## config.mk

```make
export PLATFORM = sky130hd
export DESIGN_NAME = decode_issue_buffer
export DESIGN_NICKNAME = d
export VERILOG_FILES = /design/src/rtl/decode_pkg.sv /design/src/rtl/issue_scoreboard.sv /design/src/rtl/decode_issue_buffer.sv
export SDC_FILE = /design/constraint.sdc
export NUM_CORES = 1
export LEC_CHECK = 0
export ABC_AREA = 1
export ABC_CLOCK_PERIOD_IN_PS = 9450
export BUFFER_PORTS_ARGS = -buffer_cell sky130_fd_sc_hd__buf_4
export CORE_MARGIN = 4
export CORE_UTILIZATION = 31
export CTS_CLUSTER_SIZE = 25
export DETAILED_ROUTE_END_ITERATION = 7
export GPL_ROUTABILITY_DRIVEN = 0
export PLACE_DENSITY = 0.46
export SYNTH_ARGS = -nofsm -noshare
export SYNTH_HDL_FRONTEND = slang
export SYNTH_SLANG_ARGS = --single-unit
export TNS_END_PERCENT = 100
```

## constraint.sdc

```tcl
create_clock -name clk_i -period 9.45 [get_ports clk_i]
set_input_delay 0.945 -clock clk_i [delete_from_list [all_inputs] [get_ports clk_i]]
set_output_delay 0.945 -clock clk_i [all_outputs]
set_load 0.005 [all_outputs]
```

## src/rtl/decode_pkg.sv

```systemverilog
// Shared types and constants for the decode -> execute issue path.
package decode_pkg;

  localparam int XLEN      = 32;
  localparam int PAYLOAD_W = 128;
  localparam int REG_IDX_W = 5;
  localparam int NUM_REGS  = 32;

  // Default-width layout of one queued op; the top builds the same layout
  // from its own XLEN/PAYLOAD_W parameters so both stay overridable.
  typedef struct packed {
    logic [XLEN-1:0]      pc;
    logic [PAYLOAD_W-1:0] payload;
    logic [REG_IDX_W-1:0] rs1;
    logic [REG_IDX_W-1:0] rs2;
    logic                 rs1_use;
    logic                 rs2_use;
    logic [REG_IDX_W-1:0] rd;
    logic                 reg_write;
  } issue_entry_t;

endpackage

```

## src/rtl/issue_scoreboard.sv

```systemverilog
// Per-register pending-write tracker. A bit is set when a writer issues and
// cleared when write-back retires it; the head op is held while any register
// it reads or writes is still pending.
module issue_scoreboard
  import decode_pkg::*;
(
  input  logic                 clk_i,
  input  logic                 rst_i,
  input  logic                 flush_i,
  input  logic [REG_IDX_W-1:0] rs1_i,
  input  logic [REG_IDX_W-1:0] rs2_i,
  input  logic                 rs1_use_i,
  input  logic                 rs2_use_i,
  input  logic [REG_IDX_W-1:0] rd_i,
  input  logic                 reg_write_i,
  input  logic                 issue_i,
  input  logic                 wb_write_i,
  input  logic [REG_IDX_W-1:0] wb_rd_i,
  output logic                 hazard_o
);

  logic [NUM_REGS-1:0] pend_reg;
  logic [NUM_REGS-1:0] pend_next;
  logic [NUM_REGS-1:0] wb_clr_vec;
  logic [NUM_REGS-1:0] set_vec;
  logic [NUM_REGS-1:0] pend_eff;

  // One-hot clear/set vectors; x0 is hardwired zero so it is never marked.
  for (genvar gi = 0; gi < NUM_REGS; gi++) begin : g_vec
    assign wb_clr_vec[gi] = wb_write_i && (wb_rd_i == REG_IDX_W'(gi));
    if (gi == 0) begin : g_x0
      assign set_vec[gi] = 1'b0;
    end else begin : g_xn
      assign set_vec[gi] = issue_i && reg_write_i && (rd_i == REG_IDX_W'(gi));
    end
  end

  // A retiring write releases its dependants in the same cycle.
  assign pend_eff = pend_reg & ~wb_clr_vec;

  // Hazard check on the head op against the effective pending set.
  always_comb begin
    hazard_o = 1'b0;
    if (rs1_use_i && (rs1_i != '0) && pend_eff[rs1_i]) hazard_o = 1'b1;
    if (rs2_use_i && (rs2_i != '0) && pend_eff[rs2_i]) hazard_o = 1'b1;
    if (reg_write_i && (rd_i != '0) && pend_eff[rd_i]) hazard_o = 1'b1;
  end

  // Clear first, then set, so a new writer of the retiring register stays pending.
  always_comb begin
    pend_next = pend_eff | set_vec;
    if (flush_i) pend_next = '0;
  end

  // Pending-vector register.
  always_ff @(posedge clk_i or negedge rst_i) begin
    if (!rst_i) pend_reg <= '0;
    else        pend_reg <= pend_next;
  end

endmodule

```

## src/rtl/decode_issue_buffer.sv

```systemverilog
// DEPTH-entry decoded-op queue between decode and execute with a valid/ready
// handshake on both sides and scoreboard-gated issue of the head entry.
module decode_issue_buffer
  import decode_pkg::*;
#(
  parameter  int DEPTH     = 4,
  parameter  int XLEN      = decode_pkg::XLEN,
  parameter  int PAYLOAD_W = decode_pkg::PAYLOAD_W,
  localparam int CNT_W     = $clog2(DEPTH + 1)
) (
  input  logic                 clk_i,
  input  logic                 rst_i,
  input  logic                 in_valid_i,
  output logic                 in_ready_o,
  input  logic [XLEN-1:0]      in_pc_i,
  input  logic [PAYLOAD_W-1:0] in_payload_i,
  input  logic [REG_IDX_W-1:0] in_rs1_i,
  input  logic [REG_IDX_W-1:0] in_rs2_i,
  input  logic                 in_rs1_use_i,
  input  logic                 in_rs2_use_i,
  input  logic [REG_IDX_W-1:0] in_rd_i,
  input  logic                 in_reg_write_i,
  output logic                 out_valid_o,
  input  logic                 out_ready_i,
  output logic [XLEN-1:0]      out_pc_o,
  output logic [PAYLOAD_W-1:0] out_payload_o,
  output logic [REG_IDX_W-1:0] out_rd_o,
  output logic                 out_reg_write_o,
  input  logic                 wb_write_i,
  input  logic [REG_IDX_W-1:0] wb_rd_i,
  input  logic                 flush_i,
  output logic [CNT_W-1:0]     count_o,
  output logic                 empty_o,
  output logic                 full_o,
  output logic                 hazard_stall_o
);

  localparam int PTR_W = $clog2(DEPTH);

  typedef struct packed {
    logic [XLEN-1:0]      pc;
    logic [PAYLOAD_W-1:0] payload;
    logic [REG_IDX_W-1:0] rs1;
    logic [REG_IDX_W-1:0] rs2;
    logic                 rs1_use;
    logic                 rs2_use;
    logic [REG_IDX_W-1:0] rd;
    logic                 reg_write;
  } entry_t;

  entry_t           mem [DEPTH];
  entry_t           entry_in;
  entry_t           head;
  logic [PTR_W-1:0] rptr_reg, rptr_next;
  logic [PTR_W-1:0] wptr_reg, wptr_next;
  logic [CNT_W-1:0] count_reg, count_next;
  logic             push, pop, hazard;

  assign entry_in = '{pc: in_pc_i, payload: in_payload_i, rs1: in_rs1_i, rs2: in_rs2_i,
                      rs1_use: in_rs1_use_i, rs2_use: in_rs2_use_i, rd: in_rd_i,
                      reg_write: in_reg_write_i};
  assign head     = mem[rptr_reg];

  // Status comes from registered occupancy only, so in_ready_o never sees out_ready_i.
  assign empty_o    = (count_reg == '0);
  assign full_o     = (count_reg == CNT_W'(DEPTH));
  assign in_ready_o = !full_o;
  assign count_o    = count_reg;

  assign push = in_valid_i && in_ready_o;
  assign pop  = out_valid_o && out_ready_i;

  assign out_valid_o     = !empty_o && !hazard;
  assign hazard_stall_o  = !empty_o && hazard;
  assign out_pc_o        = head.pc;
  assign out_payload_o   = head.payload;
  assign out_rd_o        = head.rd;
  assign out_reg_write_o = head.reg_write;

  // Pointer/occupancy next state; flush overrides any same-cycle push or pop.
  always_comb begin
    rptr_next  = rptr_reg;
    wptr_next  = wptr_reg;
    count_next = count_reg;
    if (flush_i) begin
      rptr_next  = '0;
      wptr_next  = '0;
      count_next = '0;
    end else begin
      if (push) wptr_next = wptr_reg + PTR_W'(1);
      if (pop)  rptr_next = rptr_reg + PTR_W'(1);
      if (push && !pop)      count_next = count_reg + CNT_W'(1);
      else if (pop && !push) count_next = count_reg - CNT_W'(1);
    end
  end

  // Pointer and occupancy registers.
  always_ff @(posedge clk_i or negedge rst_i) begin
    if (!rst_i) begin
      rptr_reg  <= '0;
      wptr_reg  <= '0;
      count_reg <= '0;
    end else begin
      rptr_reg  <= rptr_next;
      wptr_reg  <= wptr_next;
      count_reg <= count_next;
    end
  end

  // Entry storage; contents need no reset since occupancy gates their use.
  always_ff @(posedge clk_i) begin
    if (push && !flush_i) mem[wptr_reg] <= entry_in;
  end

  issue_scoreboard u_scoreboard (
    .clk_i       (clk_i),
    .rst_i       (rst_i),
    .flush_i     (flush_i),
    .rs1_i       (head.rs1),
    .rs2_i       (head.rs2),
    .rs1_use_i   (head.rs1_use),
    .rs2_use_i   (head.rs2_use),
    .rd_i        (head.rd),
    .reg_write_i (head.reg_write),
    .issue_i     (pop),
    .wb_write_i  (wb_write_i),
    .wb_rd_i     (wb_rd_i),
    .hazard_o    (hazard)
  );

endmodule

```

==> load_flow_metrics.sql, run 1 <==
INSERT INTO impl_metrics (metric_group, metric, value, unit) VALUES
('die', 'initial_utilization', '31.2', '%'),
('yosys', 'synth.top_cells.by_count', 'edfxtp_1, nor2_1, o21ai_0', ''),
('yosys', 'synth.net_count', '2535', ''),
('yosys', 'synth_area_leader_cell', 'edfxtp_1', ''),
('clock_network', 'clock-sinks', '751', ''),
('critical_path', 'r2r.worst_path.cells', '23', ''),
('clock_network', 'cts-resized-gates', '0', ''),
('critical_path', 'class_of_the_most_critical_setup_path', 'reg -> out', ''),
('global_routing', 'gr-usage-all-layers', '16.1', '%'),
('routing', 'wl_per_cell', '20.6', 'µm'),
('yosys', 'syn_area', '29700', 'µm²'),
('yosys', 'synth_unique_cells', '31', ''),
('critical_path', 'cp.arrival', '4260', 'ps'),
('finish', 'largest_register_ffs', '712', ''),
('die', 'ios', '363', ''),
('die', 'die_area', '101000', 'µm²'),
('die', 'chipHeight', '317', 'µm'),
('finish', 'post_route_cells_drive_above_1_share', '19.8', '%'),
('global_routing', 'largest_net_degree_at_the_start_of_global_routing', '177', ''),
('clock_network', 'postCtsSetupRepairBufs', '0', ''),
('clock_network', 'cts_buffers', '86', ''),
('routing', 'avgViaCountPerCell', '4.90', ''),
('critical_path', 'setup.worst_path.start_class', 'flop', ''),
('clock_network', 'cts_root_buf', 'clkbuf_16', ''),
('yosys', 'syn_inst', '2341', ''),
('die', 'fp-row-count', '113', ''),
('timing', 'worstMarginPinSlew', '1120', 'ps'),
('critical_path', 'timing.critical_path.to_type', 'output pin', ''),
('min_path', 'holdCritPathClass', 'in -> async', ''),
('global_routing', 'vias_in_the_first_global_route', '19825', ''),
('clock_network', 'cts_tree', 'built', ''),
('yosys', 'yosysTopAreaCellShare', '72.1', '%'),
('yosys', 'synthesis.area_per_instance', '12.7', 'µm²'),
('power', 'maximum_vdd_drop', '171', 'µV'),
('timing', 'post-route-period-util', '55.1', '%'),
('finish', 'filler_cell_count', '9086', ''),
('timing', 'hold-worst-slack', '281', 'ps'),
('placement', 'port-buffer-count', '362', ''),
('global_routing', 'grt_overflow', '0', ''),
('timing', 'grt_setup_unrepaired', 'false', ''),
('power', 'power_density', '276', 'nW/µm²'),
('clock_network', 'clock_tree.buffer_depth', '3', ''),
('finish', 'final_core_util', '38.3', '%'),
('yosys', 'synth_area_leaders', 'edfxtp_1, o21ai_0, nor2_1, nand2_1, o22ai_1', ''),
('timing', 'period_minus_slack', '5200', 'ps'),
('finish', 'flow.area_growth_from_synthesis', '22.7', '%'),
('timing', 'maxSlewHeadroom', '25.5', '%'),
('routing', 'total_drc_errors_in_the_routed_layout', '0', ''),
('yosys', 'warnings_synthesis', '0', ''),
('yosys', 'synth_async_sr_flop_share', '5.19', '%'),
('global_routing', 'grt_pass1_wl', '122000', 'µm'),
('routing', 'wl', '82800', 'µm'),
('critical_path', 'critPathRequiredTime', '8510', 'ps'),
('flow_run', 'max-cap-violations', '0', ''),
('clock_network', 'ctsHoldBuffers', '0', ''),
('yosys', 'synth_enable_flop_cells', '712', ''),
('critical_path', 'critical_path.max_fanout', '127', ''),
('clock_network', 'worstSkewPairLatency', '650', 'ps'),
('global_routing', 'antenna_violations_before_repair', '15', ''),
('clock_network', 'worst_setup_hold_path_clk_slew', '60', 'ps'),
('status', 'status', 'finished clean', ''),
('die', 'core-area', '95000', 'µm²'),
('placement', 'place.detailed.hpwl', '47800', 'µm'),
('routing', 'antenna_violating_nets_left', '0', ''),
('clock_network', 'clock_tree.htree_level_count', '3', ''),
('timing', 'setup_viol', '0', ''),
('power', 'leakage', '13.1', 'nW'),
('finish', 'nNetsFinal', '2869', ''),
('die', 'floorplan.die.width', '317', 'µm'),
('routing', 'dr.first_iter.drc_count', '1402', ''),
('timing', 'clock-skew-final', '20.7', 'ps'),
('yosys', 'yosys_most_used_dff', 'edfxtp_1', ''),
('yosys', 'ys_seq_elements', '751', ''),
('timing', 'hold_violations', '0', ''),
('routing', 'first_pass_detailed_route_iteration_total', '5', ''),
('timing', 'slew_violations', '0', ''),
('yosys', 'synth_most_common_cell', 'edfxtp_1', ''),
('yosys', 'ys_seq_area_share', '75.4', '%'),
('routing', 'via_count', '19670', ''),
('timing', 'clock.fmax', '192', 'MHz');
through the flow:
| step | total power, mW | setup WS (ps) | TNS (ps) | cells | cell area, µm² |
|---|---|---|---|---|---|
| CTS | 10.2 | 4190 | 0 | 4010 | 36400 |
| finish | 10.1 | 4250 | 0 | 4018 | 36400 |
| detailed placement | 6.97 | 4930 | 0 | 3852 | 33600 |
| floorplan | 5.59 | -40.5 | -28860 | 2341 | 29700 |
| global placement | 6.95 | 4860 | 0 | 3852 | 33600 |
| global route | 10.6 | 3920 | 0 | 4012 | 36400 |
layout make-up:
class                      instances  area (µm²)  area share, %
antenna                            8        20.0         0.0550
clock buffer                     111        2290           6.29
clock inverter                    47         447           1.23
inverter                          70         275          0.756
multi-input combinational       1383        6490           17.8
sequential                       751       22400           61.4
tap                             1265        1580           4.35
timing repair buffer             383        2940           8.07
metal layers:
| layer | vias up | share of wire, % | track usage (%) | wire length, µm |
|---|---|---|---|---|
| li1 | 9198 | - | - | - |
| met1 | 9754 | 41 | 19.5 | 33700 |
| met2 | 558 | 48 | 26.8 | 40100 |
| met3 | 144 | 8.3 | 5.86 | 6900 |
| met4 | 16 | 2.6 | 4.97 | 2130 |
| met5 | - | 0.12 | 0 | 102 |
critical path, stage by stage, from the launching register on:
cell and delay [ps]:
dfrtp_4 610, inv_8 570, nand2_1 140, a32oi_2 520
inv_1 140, nor2_2 580, inv_2 160, o21ai_0 140
nand2_1 130, nand2_2 120, nor3_2 40, buf_4 240
buf_4 160
worst paths after layout:
check                                                    start                                  end  slack, ps
max                                    rptr_reg[0]$_DFFE_PN0P_                          out_valid_o       4250
min                                                      rst_i  u_scoreboard.pend_reg[17]$_DFF_PN0_        280
max reg2reg                            rptr_reg[0]$_DFFE_PN0P_               count_o[2]$_DFFE_PN0P_       4950
min reg2reg                u_scoreboard.pend_reg[14]$_DFF_PN0_  u_scoreboard.pend_reg[14]$_DFF_PN0_        550
max in group asynchronous                                rst_i              rptr_reg[1]$_DFFE_PN0P_       8750
min in group clk_i                           in_payload_i[118]                mem[1][136]$_DFFE_PP_        490
kinds of logic (layout without fill, tap and decap cells):
logic type               Yosys count  after routing  synth area share, %
AND/OR/NAND/NOR                  820            820                 11.2
buffers and inverters            207            611                 2.85
flip-flops                       751            751                 75.4
AO/OA/AOI/OAI                    557            557                 10.3
adder cells (fa/ha/maj)            5              5                0.236
XOR/XNOR                           1              1               0.0295
other                              0              8                    0
cell usage in the layout, fill, tap and decap left out, types with 2 or more instances in the layout:
| master | instances |
|---|---|
| clkbuf_16 | 88 |
| clkinvlp_4 | 3 |
| nand4_1 | 21 |
| inv_1 | 65 |
| nor3_1 | 4 |
| clkinv_4 | 2 |
| o211ai_1 | 6 |
| o21bai_1 | 2 |
| nand2_1 | 302 |
| o22ai_1 | 160 |
| inv_16 | 2 |
| diode_2 | 8 |
| buf_4 | 378 |
| nand3_1 | 87 |
| inv_6 | 2 |
| ha_1 | 4 |
| bufinv_16 | 6 |
| dfrtp_4 | 2 |
| edfxtp_1 | 712 |
| o21ai_1 | 8 |
| clkinv_1 | 17 |
| inv_2 | 3 |
| a32oi_2 | 2 |
| nor2_1 | 373 |
| a32oi_1 | 3 |
| clkinv_2 | 13 |
| nor2_4 | 6 |
| o21ai_0 | 334 |
| clkinv_8 | 3 |
| clkbuf_1 | 23 |
| buf_12 | 5 |
| nor2_2 | 13 |
| a21oi_1 | 41 |
| dfrtp_1 | 37 |
| nand2_2 | 12 |
power by group:
part | leakage, nW | switching [mW] | total, mW | internal [mW]
logic | 4.76 | 1.92 | 2.97 | 1.05
clock network | 1.33 | 1.32 | 3.20 | 1.88
registers | 7.00 | 0.0564 | 3.89 | 3.83
total | 13.1 | 3.30 | 10.1 | 6.76
Note: power is estimated with default switching activity, not from simulation.
==> run 2: changes to the inputs <==
--- a/config.mk
+++ b/config.mk
@@ -6,14 +6,14 @@
 export NUM_CORES = 1
 export LEC_CHECK = 0
 export ABC_AREA = 1
-export ABC_CLOCK_PERIOD_IN_PS = 9450
+export ABC_CLOCK_PERIOD_IN_PS = 5120
 export BUFFER_PORTS_ARGS = -buffer_cell sky130_fd_sc_hd__buf_4
 export CORE_MARGIN = 4
 export CORE_UTILIZATION = 31
 export CTS_CLUSTER_SIZE = 25
 export DETAILED_ROUTE_END_ITERATION = 7
 export GPL_ROUTABILITY_DRIVEN = 0
-export PLACE_DENSITY = 0.46
+export PLACE_DENSITY = 0.44
 export SYNTH_ARGS = -nofsm -noshare
 export SYNTH_HDL_FRONTEND = slang
 export SYNTH_SLANG_ARGS = --single-unit
==> constraint.sdc (replaced) <==
create_clock -name clk_i -period 5.12 [get_ports clk_i]
set_input_delay 0.512 -clock clk_i [delete_from_list [all_inputs] [get_ports clk_i]]
set_output_delay 0.512 -clock clk_i [all_outputs]
set_load 0.005 [all_outputs]
==> run 2 against run 1 <==
Effect of this change: core utilization is 0.24 points higher; global-route usage is 0.23 points higher; hold slack worse by 210 ps; critical path depth is 6 lower; count of clock-buffer cells in the layout is 6 lower; die area stayed put; sequential cell count stayed put; cell count is 0.40% higher; critical endpoint is now out_payload_o[127]; largest power group unchanged.
==> load_flow_metrics.sql, run 2 (synthesis gave the netlist of run 1 again) <==
INSERT INTO impl_metrics (metric_group, metric, value, unit) VALUES
('power', 'leakage', '13.2', 'nW'),
('placement', 'place.detailed.hpwl', '50300', 'µm'),
('global_routing', 'gr-usage-all-layers', '16.3', '%'),
('timing', 'slew_violations', '0', ''),
('global_routing', 'antenna_violations_before_repair', '14', ''),
('clock_network', 'cts-resized-gates', '0', ''),
('clock_network', 'postCtsSetupRepairBufs', '0', ''),
('clock_network', 'cts_root_buf', 'clkbuf_16', ''),
('critical_path', 'worst_r2r_endpoint', 'count_o[2]$_DFFE_PN0P_', ''),
('finish', 'largest_register_ffs', '712', ''),
('routing', 'dr.first_iter.drc_count', '1314', ''),
('critical_path', 'critical_path_top_delay_cell', 'buf_4', ''),
('timing', 'clock.fmax', '233', 'MHz'),
('global_routing', 'grt_overflow', '0', ''),
('timing', 'grt_setup_unrepaired', 'false', ''),
('timing', 'worstMarginPinSlew', '1070', 'ps'),
('critical_path', 'r2r.worst_path.cells', '23', ''),
('clock_network', 'cts_tree', 'built', ''),
('critical_path', 'timing.reg2reg.setup_slack', '1450', 'ps'),
('timing', 'hold-worst-slack', '75.0', 'ps'),
('critical_path', 'worst_setup_sp', 'rptr_reg[0]$_DFFE_PN0P_', ''),
('timing', 'post-route-period-util', '83.9', '%'),
('critical_path', 'critical_path.max_fanout', '86', ''),
('clock_network', 'cts_buffers', '84', ''),
('status', 'status', 'finished clean', ''),
('routing', 'wl', '83600', 'µm'),
('power', 'maximum_vdd_drop', '270', 'µV'),
('placement', 'port-buffer-count', '362', ''),
('timing', 'period_minus_slack', '4300', 'ps'),
('clock_network', 'worst_setup_hold_path_clk_slew', '60', 'ps'),
('critical_path', 'worstSetupEndpoint', 'out_payload_o[127]', ''),
('clock_network', 'clock_tree.buffer_depth', '3', ''),
('die', 'die_area', '101000', 'µm²'),
('critical_path', 'path_depth', '6', ''),
('power', 'power_density', '506', 'nW/µm²'),
('critical_path', 'critPathRequiredTime', '4610', 'ps'),
('timing', 'setup_tns', '0', 'ps'),
('clock_network', 'ctsHoldBuffers', '1', ''),
('finish', 'post_route_cells_drive_above_1_share', '20.4', '%'),
('global_routing', 'grt_pass1_wl', '124000', 'µm'),
('die', 'fp-row-count', '113', ''),
('timing', 'clock-skew-final', '15.1', 'ps'),
('clock_network', 'worstSkewPairLatency', '620', 'ps'),
('critical_path', 'critical_path.reg2reg.startpoint', 'rptr_reg[0]$_DFFE_PN0P_', ''),
('timing', 'setup_viol', '0', ''),
('critical_path', 'critical_path.cell_chain', 'inv_8, buf_4, buf_4, o21ai_0, o22ai_1, buf_4', ''),
('routing', 'total_drc_errors_in_the_routed_layout', '0', ''),
('critical_path', 'cp.arrival', '3790', 'ps'),
('clock_network', 'clock-sinks', '751', ''),
('global_routing', 'largest_net_degree_at_the_start_of_global_routing', '143', ''),
('critical_path', 'timing.critical_path.to_type', 'output pin', ''),
('finish', 'flow.area_growth_from_synthesis', '23.5', '%'),
('timing', 'hold_violations', '0', ''),
('die', 'core-area', '95000', 'µm²'),
('timing', 'post-route-worst-setup-slack', '823', 'ps'),
('finish', 'nNetsFinal', '2889', ''),
('die', 'initial_utilization', '31.2', '%'),
('die', 'chipHeight', '317', 'µm'),
('timing', 'maxSlewHeadroom', '28.6', '%'),
('die', 'ios', '363', ''),
('critical_path', 'setup.worst_path.start_class', 'flop', ''),
('critical_path', 'critical-path-top-delay-family', 'buffers and inverters', ''),
('routing', 'first_pass_detailed_route_iteration_total', '6', ''),
('routing', 'via_count', '19616', ''),
('die', 'floorplan.die.width', '317', 'µm'),
('routing', 'wl_per_cell', '20.7', 'µm'),
('finish', 'final_design_area_no_fill', '36600', 'µm²'),
('min_path', 'holdCritPathClass', 'in -> reg', ''),
('clock_network', 'clock_tree.htree_level_count', '3', ''),
('critical_path', 'timing.critical_path.mode_cell', 'buf_4', ''),
('critical_path', 'crit_buf_inv', '4', ''),
('routing', 'avgViaCountPerCell', '4.86', ''),
('critical_path', 'crit_path_max_incr_delay', '790', 'ps'),
('finish', 'final_cell_mix', 'edfxtp_1, buf_4, nor2_1', ''),
('finish', 'layout_commonest_cell', 'edfxtp_1', ''),
('routing', 'antenna_violating_nets_left', '0', ''),
('flow_run', 'max-cap-violations', '0', ''),
('placement', 'preCtsSetupSlack', '1420', 'ps'),
('global_routing', 'vias_in_the_first_global_route', '19787', ''),
('placement', 'placement.cell_area', '33900', 'µm²'),
('critical_path', 'class_of_the_most_critical_setup_path', 'reg -> out', '');
-- run 2: cell types whose count changed in the layout (fill, tap and decap cells not counted), sizes merged --
cell	delta
buf	+21
bufinv	+2
clkbuf	-6
clkinvlp	-1
dlygate4sd3	+1
inv	-1
-- run 2: worst min path at each step --
stage | startpoint | to | slack (ps) | cells after the start
3_3_place_gp | rst_i | u_scoreboard.pend_reg[1]$_DFF_PN0_ | 540 | 1
4_1_cts | in_payload_i[75] | mem[3][93]$_DFFE_PP_ | 7 | 1
2_1_floorplan | rst_i | count_o[0]$_DFFE_PN0P_ | 220 | 0
6_report | in_pc_i[1] | mem[0][147]$_DFFE_PP_ | 70 | 1
3_5_place_dp | rst_i | u_scoreboard.pend_reg[4]$_DFF_PN0_ | 550 | 1
5_1_grt | in_pc_i[1] | mem[3][147]$_DFFE_PP_ | 30 | 1
-- run 2: layer usage --
layer	vias to the layer above	routed length (µm)	track usage [%]
met5	-	75	0
met1	9734	34500	20.2
met2	498	40100	26.8
met4	10	2350	5.31
met3	143	6570	5.51
li1	9231	-	-
-- run 2: metrics by stage --
step	utilization, %	total power [mW]	cells
floorplan	-	10.3	2341
global route	38.5	19.7	4027
finish	38.6	18.5	4034
CTS	38.5	18.9	4026
global placement	35.7	12.8	3873
detailed placement	35.7	12.9	3873
-- run 2: area by class of cell --
| cell class | instances | area, µm² |
|---|---|---|
| Fill cell | 9116 | 58400 |
| Sequential cell | 751 | 22400 |
| Multi-Input combinational cell | 1383 | 6490 |
| Timing Repair Buffer | 405 | 3180 |
| Clock buffer | 105 | 2250 |
| Tap cell | 1265 | 1580 |
| Clock inverter | 47 | 469 |
| Inverter | 70 | 275 |
| Antenna cell | 8 | 20.0 |
-- run 2: where the power goes --
part           switching (mW)  internal (mW)
Clock                    2.37           3.52
Combinational            3.49           1.98
Sequential              0.105           7.07
Total                    5.96           12.6
==> run 3: changes to the inputs <==
--- a/config.mk
+++ b/config.mk
@@ -5,15 +5,15 @@
 export SDC_FILE = /design/constraint.sdc
 export NUM_CORES = 1
 export LEC_CHECK = 0
-export ABC_AREA = 1
-export ABC_CLOCK_PERIOD_IN_PS = 5120
+export ABC_AREA = 0
+export ABC_CLOCK_PERIOD_IN_PS = 3700
 export BUFFER_PORTS_ARGS = -buffer_cell sky130_fd_sc_hd__buf_4
 export CORE_MARGIN = 4
 export CORE_UTILIZATION = 31
 export CTS_CLUSTER_SIZE = 25
 export DETAILED_ROUTE_END_ITERATION = 7
 export GPL_ROUTABILITY_DRIVEN = 0
-export PLACE_DENSITY = 0.44
+export PLACE_DENSITY = 0.46
 export SYNTH_ARGS = -nofsm -noshare
 export SYNTH_HDL_FRONTEND = slang
 export SYNTH_SLANG_ARGS = --single-unit
==> constraint.sdc (replaced) <==
create_clock -name clk_i -period 3.7 [get_ports clk_i]
set_input_delay 0.37 -clock clk_i [delete_from_list [all_inputs] [get_ports clk_i]]
set_output_delay 0.37 -clock clk_i [all_outputs]
set_load 0.005 [all_outputs]
==> run 3 against run 2 <==
Effect of this change: the run now ends with setup timing left; core utilization increased by 3.5 points; total power grew 34%; critical path depth up 8; via count fell by 19%; hold slack improved by 120 ps; cell area increased by 6.9%; count of clock-buffer cells in the layout shrank 1; setup slack worse by 1100 ps; first-iteration DRC count shrank 25%; clock power up 38%; synthesized cell count shrank 43%; sequential cell count is the same; critical endpoint is now count_o[2]$_DFFE_PN0P_; largest cell class unchanged; largest power group unchanged.
==> load_flow_metrics.sql, run 3 <==
INSERT INTO impl_metrics (metric_group, metric, value, unit) VALUES
('flow_run', 'max-cap-violations', '0', ''),
('timing', 'clock-skew-final', '17.1', 'ps'),
('yosys', 'synthesis.area_per_instance', '21.6', 'µm²'),
('critical_path', 'critical_path.max_fanout', '15', ''),
('timing', 'grt_setup_unrepaired', 'true', ''),
('critical_path', 'setup.worst_path.start_class', 'flop', ''),
('power', 'maximum_vdd_drop', '365', 'µV'),
('routing', 'avgViaCountPerCell', '4.72', ''),
('yosys', 'syn_area', '29100', 'µm²'),
('yosys', 'ys_seq_area_share', '76.8', '%'),
('global_routing', 'antenna_violations_before_repair', '11', ''),
('global_routing', 'vias_in_the_first_global_route', '17359', ''),
('yosys', 'synth.net_count', '1540', ''),
('power', 'switchingPower', '6.48', 'mW'),
('clock_network', 'clock_tree.buffer_depth', '3', ''),
('die', 'core-area', '93200', 'µm²'),
('routing', 'via_count', '15860', ''),
('die', 'fp-row-count', '112', ''),
('critical_path', 'critical_path.reg2reg.startpoint', 'rptr_reg[0]$_DFFE_PN0P_', ''),
('die', 'die_area', '98900', 'µm²'),
('yosys', 'yosysTopAreaCellShare', '73.5', '%'),
('routing', 'antenna_violating_nets_left', '0', ''),
('global_routing', 'gr-usage-all-layers', '15.1', '%'),
('routing', 'total_drc_errors_in_the_routed_layout', '0', ''),
('finish', 'nNetsFinal', '2231', ''),
('placement', 'port-buffer-count', '362', ''),
('power', 'share_seq_of_total_power', '40.3', '%'),
('critical_path', 'timing.reg2reg.setup_slack', '-240', 'ps'),
('yosys', 'syn_inst', '1346', ''),
('min_path', 'min_from', 'flush_i', ''),
('placement', 'placement.cell_area', '34200', 'µm²'),
('critical_path', 'r2r.worst_path.cells', '14', ''),
('critical_path', 'critical_path.cell_chain', 'buf_4, mux4_2, buf_12, mux2_2, a31oi_2, o311ai_2, o32ai_4, buf_6, nand3_4, nor2b_4, fa_2, and2_1, mux2i_1, mux2_2', ''),
('min_path', 'hold_end', 'wptr_reg[1]$_DFFE_PN0P_', ''),
('routing', 'wl', '74700', 'µm'),
('timing', 'clock.fmax', '254', 'MHz'),
('timing', 'worstMarginPinSlew', '897', 'ps'),
('power', 'switching_power_share_of_the_total', '26.2', '%'),
('min_path', 'holdCritPathClass', 'in -> reg', ''),
('status', 'status', 'complete, but fails checks', ''),
('placement', 'place.detailed.hpwl', '49200', 'µm'),
('power', 'internal_power', '18.3', 'mW'),
('routing', 'first_pass_detailed_route_iteration_total', '5', ''),
('placement', 'dpl.cell_count', '3003', ''),
('die', 'chipHeight', '314', 'µm'),
('yosys', 'synth_unique_cells', '64', ''),
('yosys', 'synth_area_leaders', 'edfxtp_1, mux4_2, dfrtp_1, mux2i_1, or3_1', ''),
('clock_network', 'cts_buffers', '85', ''),
('die', 'ios', '363', ''),
('power', 'power_density', '632', 'nW/µm²'),
('critical_path', 'critPathRequiredTime', '4210', 'ps'),
('min_path', 'min_path_cells', '2', ''),
('timing', 'setup_tns', '-644', 'ps'),
('power', 'post-layout-total-power', '24.7', 'mW'),
('clock_network', 'clock_tree.htree_level_count', '3', ''),
('finish', 'final_design_area_no_fill', '39200', 'µm²'),
('critical_path', 'cp.arrival', '4450', 'ps'),
('clock_network', 'cts_tree', 'built', ''),
('critical_path', 'worst_r2r_endpoint', 'count_o[2]$_DFFE_PN0P_', ''),
('finish', 'final_core_util', '42.0', '%'),
('timing', 'setup_viol', '4', ''),
('finish', 'final_cell_mix', 'edfxtp_1, buf_4, mux4_2', ''),
('clock_network', 'clock-sinks', '751', ''),
('finish', 'largest_register_ffs', '712', ''),
('timing', 'slew_violations', '0', ''),
('yosys', 'ys_seq_elements', '751', ''),
('yosys', 'yosys_most_used_dff', 'edfxtp_1', ''),
('routing', 'wl_per_cell', '22.2', 'µm'),
('global_routing', 'grt_pass1_wl', '111000', 'µm'),
('finish', 'filler_cell_count', '8341', ''),
('timing', 'post-route-period-util', '107', '%'),
('power', 'power.combinational.fraction', '26.8', '%'),
('finish', 'layout_commonest_cell', 'edfxtp_1', ''),
('critical_path', 'crit_path_max_incr_delay', '510', 'ps'),
('global_routing', 'largest_net_degree_at_the_start_of_global_routing', '64', ''),
('yosys', 'synth_enable_flop_cells', '712', ''),
('yosys', 'synth.top_cells.by_count', 'edfxtp_1, mux4_2, dfrtp_1', ''),
('timing', 'maxSlewHeadroom', '40.2', '%'),
('timing', 'hold_violations', '0', ''),
('finish', 'post_route_cells_drive_above_1_share', '40.5', '%'),
('finish', 'post_layout_nonfiller_instances', '3363', ''),
('yosys', 'synth_async_sr_flop_share', '5.19', '%'),
('critical_path', 'class_of_the_most_critical_setup_path', 'reg -> reg', ''),
('clock_network', 'cts_root_buf', 'clkbuf_16', ''),
('die', 'initial_utilization', '31.2', '%'),
('clock_network', 'worstSkewPairLatency', '630', 'ps'),
('yosys', 'synth_area_leader_cell', 'edfxtp_1', ''),
('critical_path', 'timing.critical_path.mode_cell', 'mux2_2', ''),
('global_routing', 'grt_overflow', '0', ''),
('critical_path', 'timing.critical_path.to_type', 'flop', ''),
('yosys', 'synth_most_common_cell', 'edfxtp_1', ''),
('yosys', 'warnings_synthesis', '0', ''),
('clock_network', 'worst_setup_hold_path_clk_slew', '60', 'ps'),
('routing', 'dr.first_iter.drc_count', '980', ''),
('finish', 'flow.area_growth_from_synthesis', '34.5', '%'),
('timing', 'post-route-worst-setup-slack', '-241', 'ps'),
('status', 'violated_checks', 'setup timing', ''),
('critical_path', 'critical_path_top_delay_cell', 'dfrtp_4', ''),
('power', 'p_clk_share', '32.9', '%'),
('die', 'floorplan.die.width', '314', 'µm'),
('timing', 'period_minus_slack', '3940', 'ps'),
('power', 'leakage', '13.3', 'nW');
run 3: repair_timing:
item | 4_1_cts | 5_1_grt
endpoints found under the setup margin | 112 | 70
hold buffers | 179 | 0
pin swaps | 11 | 13
setup buffers | 17 | 5
resized for setup | 34 | 20
hold endpoints to repair | 751 | 0
run 3: cell families after synthesis:
| family | count (synthesis) | share of synthesized area (%) |
|---|---|---|
| DFF | 751 | 76.8 |
| muxes | 221 | 15.5 |
| and+or+nand+nor | 150 | 2.84 |
| AOI/OAI and AO/OA | 120 | 2.88 |
| buffers and inverters | 89 | 1.36 |
| xor gates and xnor gates | 10 | 0.327 |
| adders and majority gates | 5 | 0.241 |
run 3: layer usage:
metal	global-route usage (%)	wire, µm	vias to the layer above
met5	0	66	-
met4	4.85	1800	10
met3	4.65	5390	119
met2	25.6	38000	431
met1	18.4	29400	8268
li1	-	-	7032
run 3: per-stage QoR:
stage | hold slack [ps] | setup slack, ps
global route | 185 | -356
detailed placement | 396 | -71.6
floorplan | 74.4 | -101
global placement | 397 | -99.7
finish | 194 | -241
CTS | 134 | -204
run 3: critical path, delay by kind of cell (launching register included):
kind,cells,cell delay (ps)
DFF,1,510
muxes,4,1270
buffers and inverters,3,520
and+or+nand+nor,3,400
AOI/OAI and AO/OA,3,790
adders and majority gates,1,330
run 3: power by group through the flow:
| stage | clock network [mW] | registers, mW | logic (mW) |
|---|---|---|---|
| after floorplan | 0 | 10.1 | 3.34 |
| after global placement | 0 | 10.1 | 6.32 |
| after detailed placement | 0 | 10.2 | 6.31 |
| after CTS | 8.41 | 9.98 | 6.76 |
| after global routing | 8.82 | 10.0 | 7.20 |
| final | 8.13 | 9.98 | 6.64 |
run 3: worst max path at each step:
stage                                        from                     end  slack, ps
final                     rptr_reg[0]$_DFFE_PN0P_  count_o[2]$_DFFE_PN0P_       -240
after global routing      rptr_reg[0]$_DFFE_PN0P_  count_o[2]$_DFFE_PN0P_       -360
after CTS                 rptr_reg[0]$_DFFE_PN0P_          hazard_stall_o       -200
after detailed placement  rptr_reg[0]$_DFFE_PN0P_  count_o[2]$_DFFE_PN0P_        -70
after global placement    rptr_reg[0]$_DFFE_PN0P_  count_o[2]$_DFFE_PN0P_       -100
after floorplan           rptr_reg[0]$_DFFE_PN0P_  count_o[2]$_DFFE_PN0P_       -100
run 3: layout make-up:
class	count	area [µm²]	share of cell area [%]
flip-flops and latches	751	22400	57.1
multi-input cells	506	6530	16.7
repair buffers	680	5910	15.1
clock buffers	104	2240	5.72
well taps	1254	1570	4.01
clock inverters	49	474	1.21
inverters	13	48.8	0.125
diodes	6	15.0	0.0383
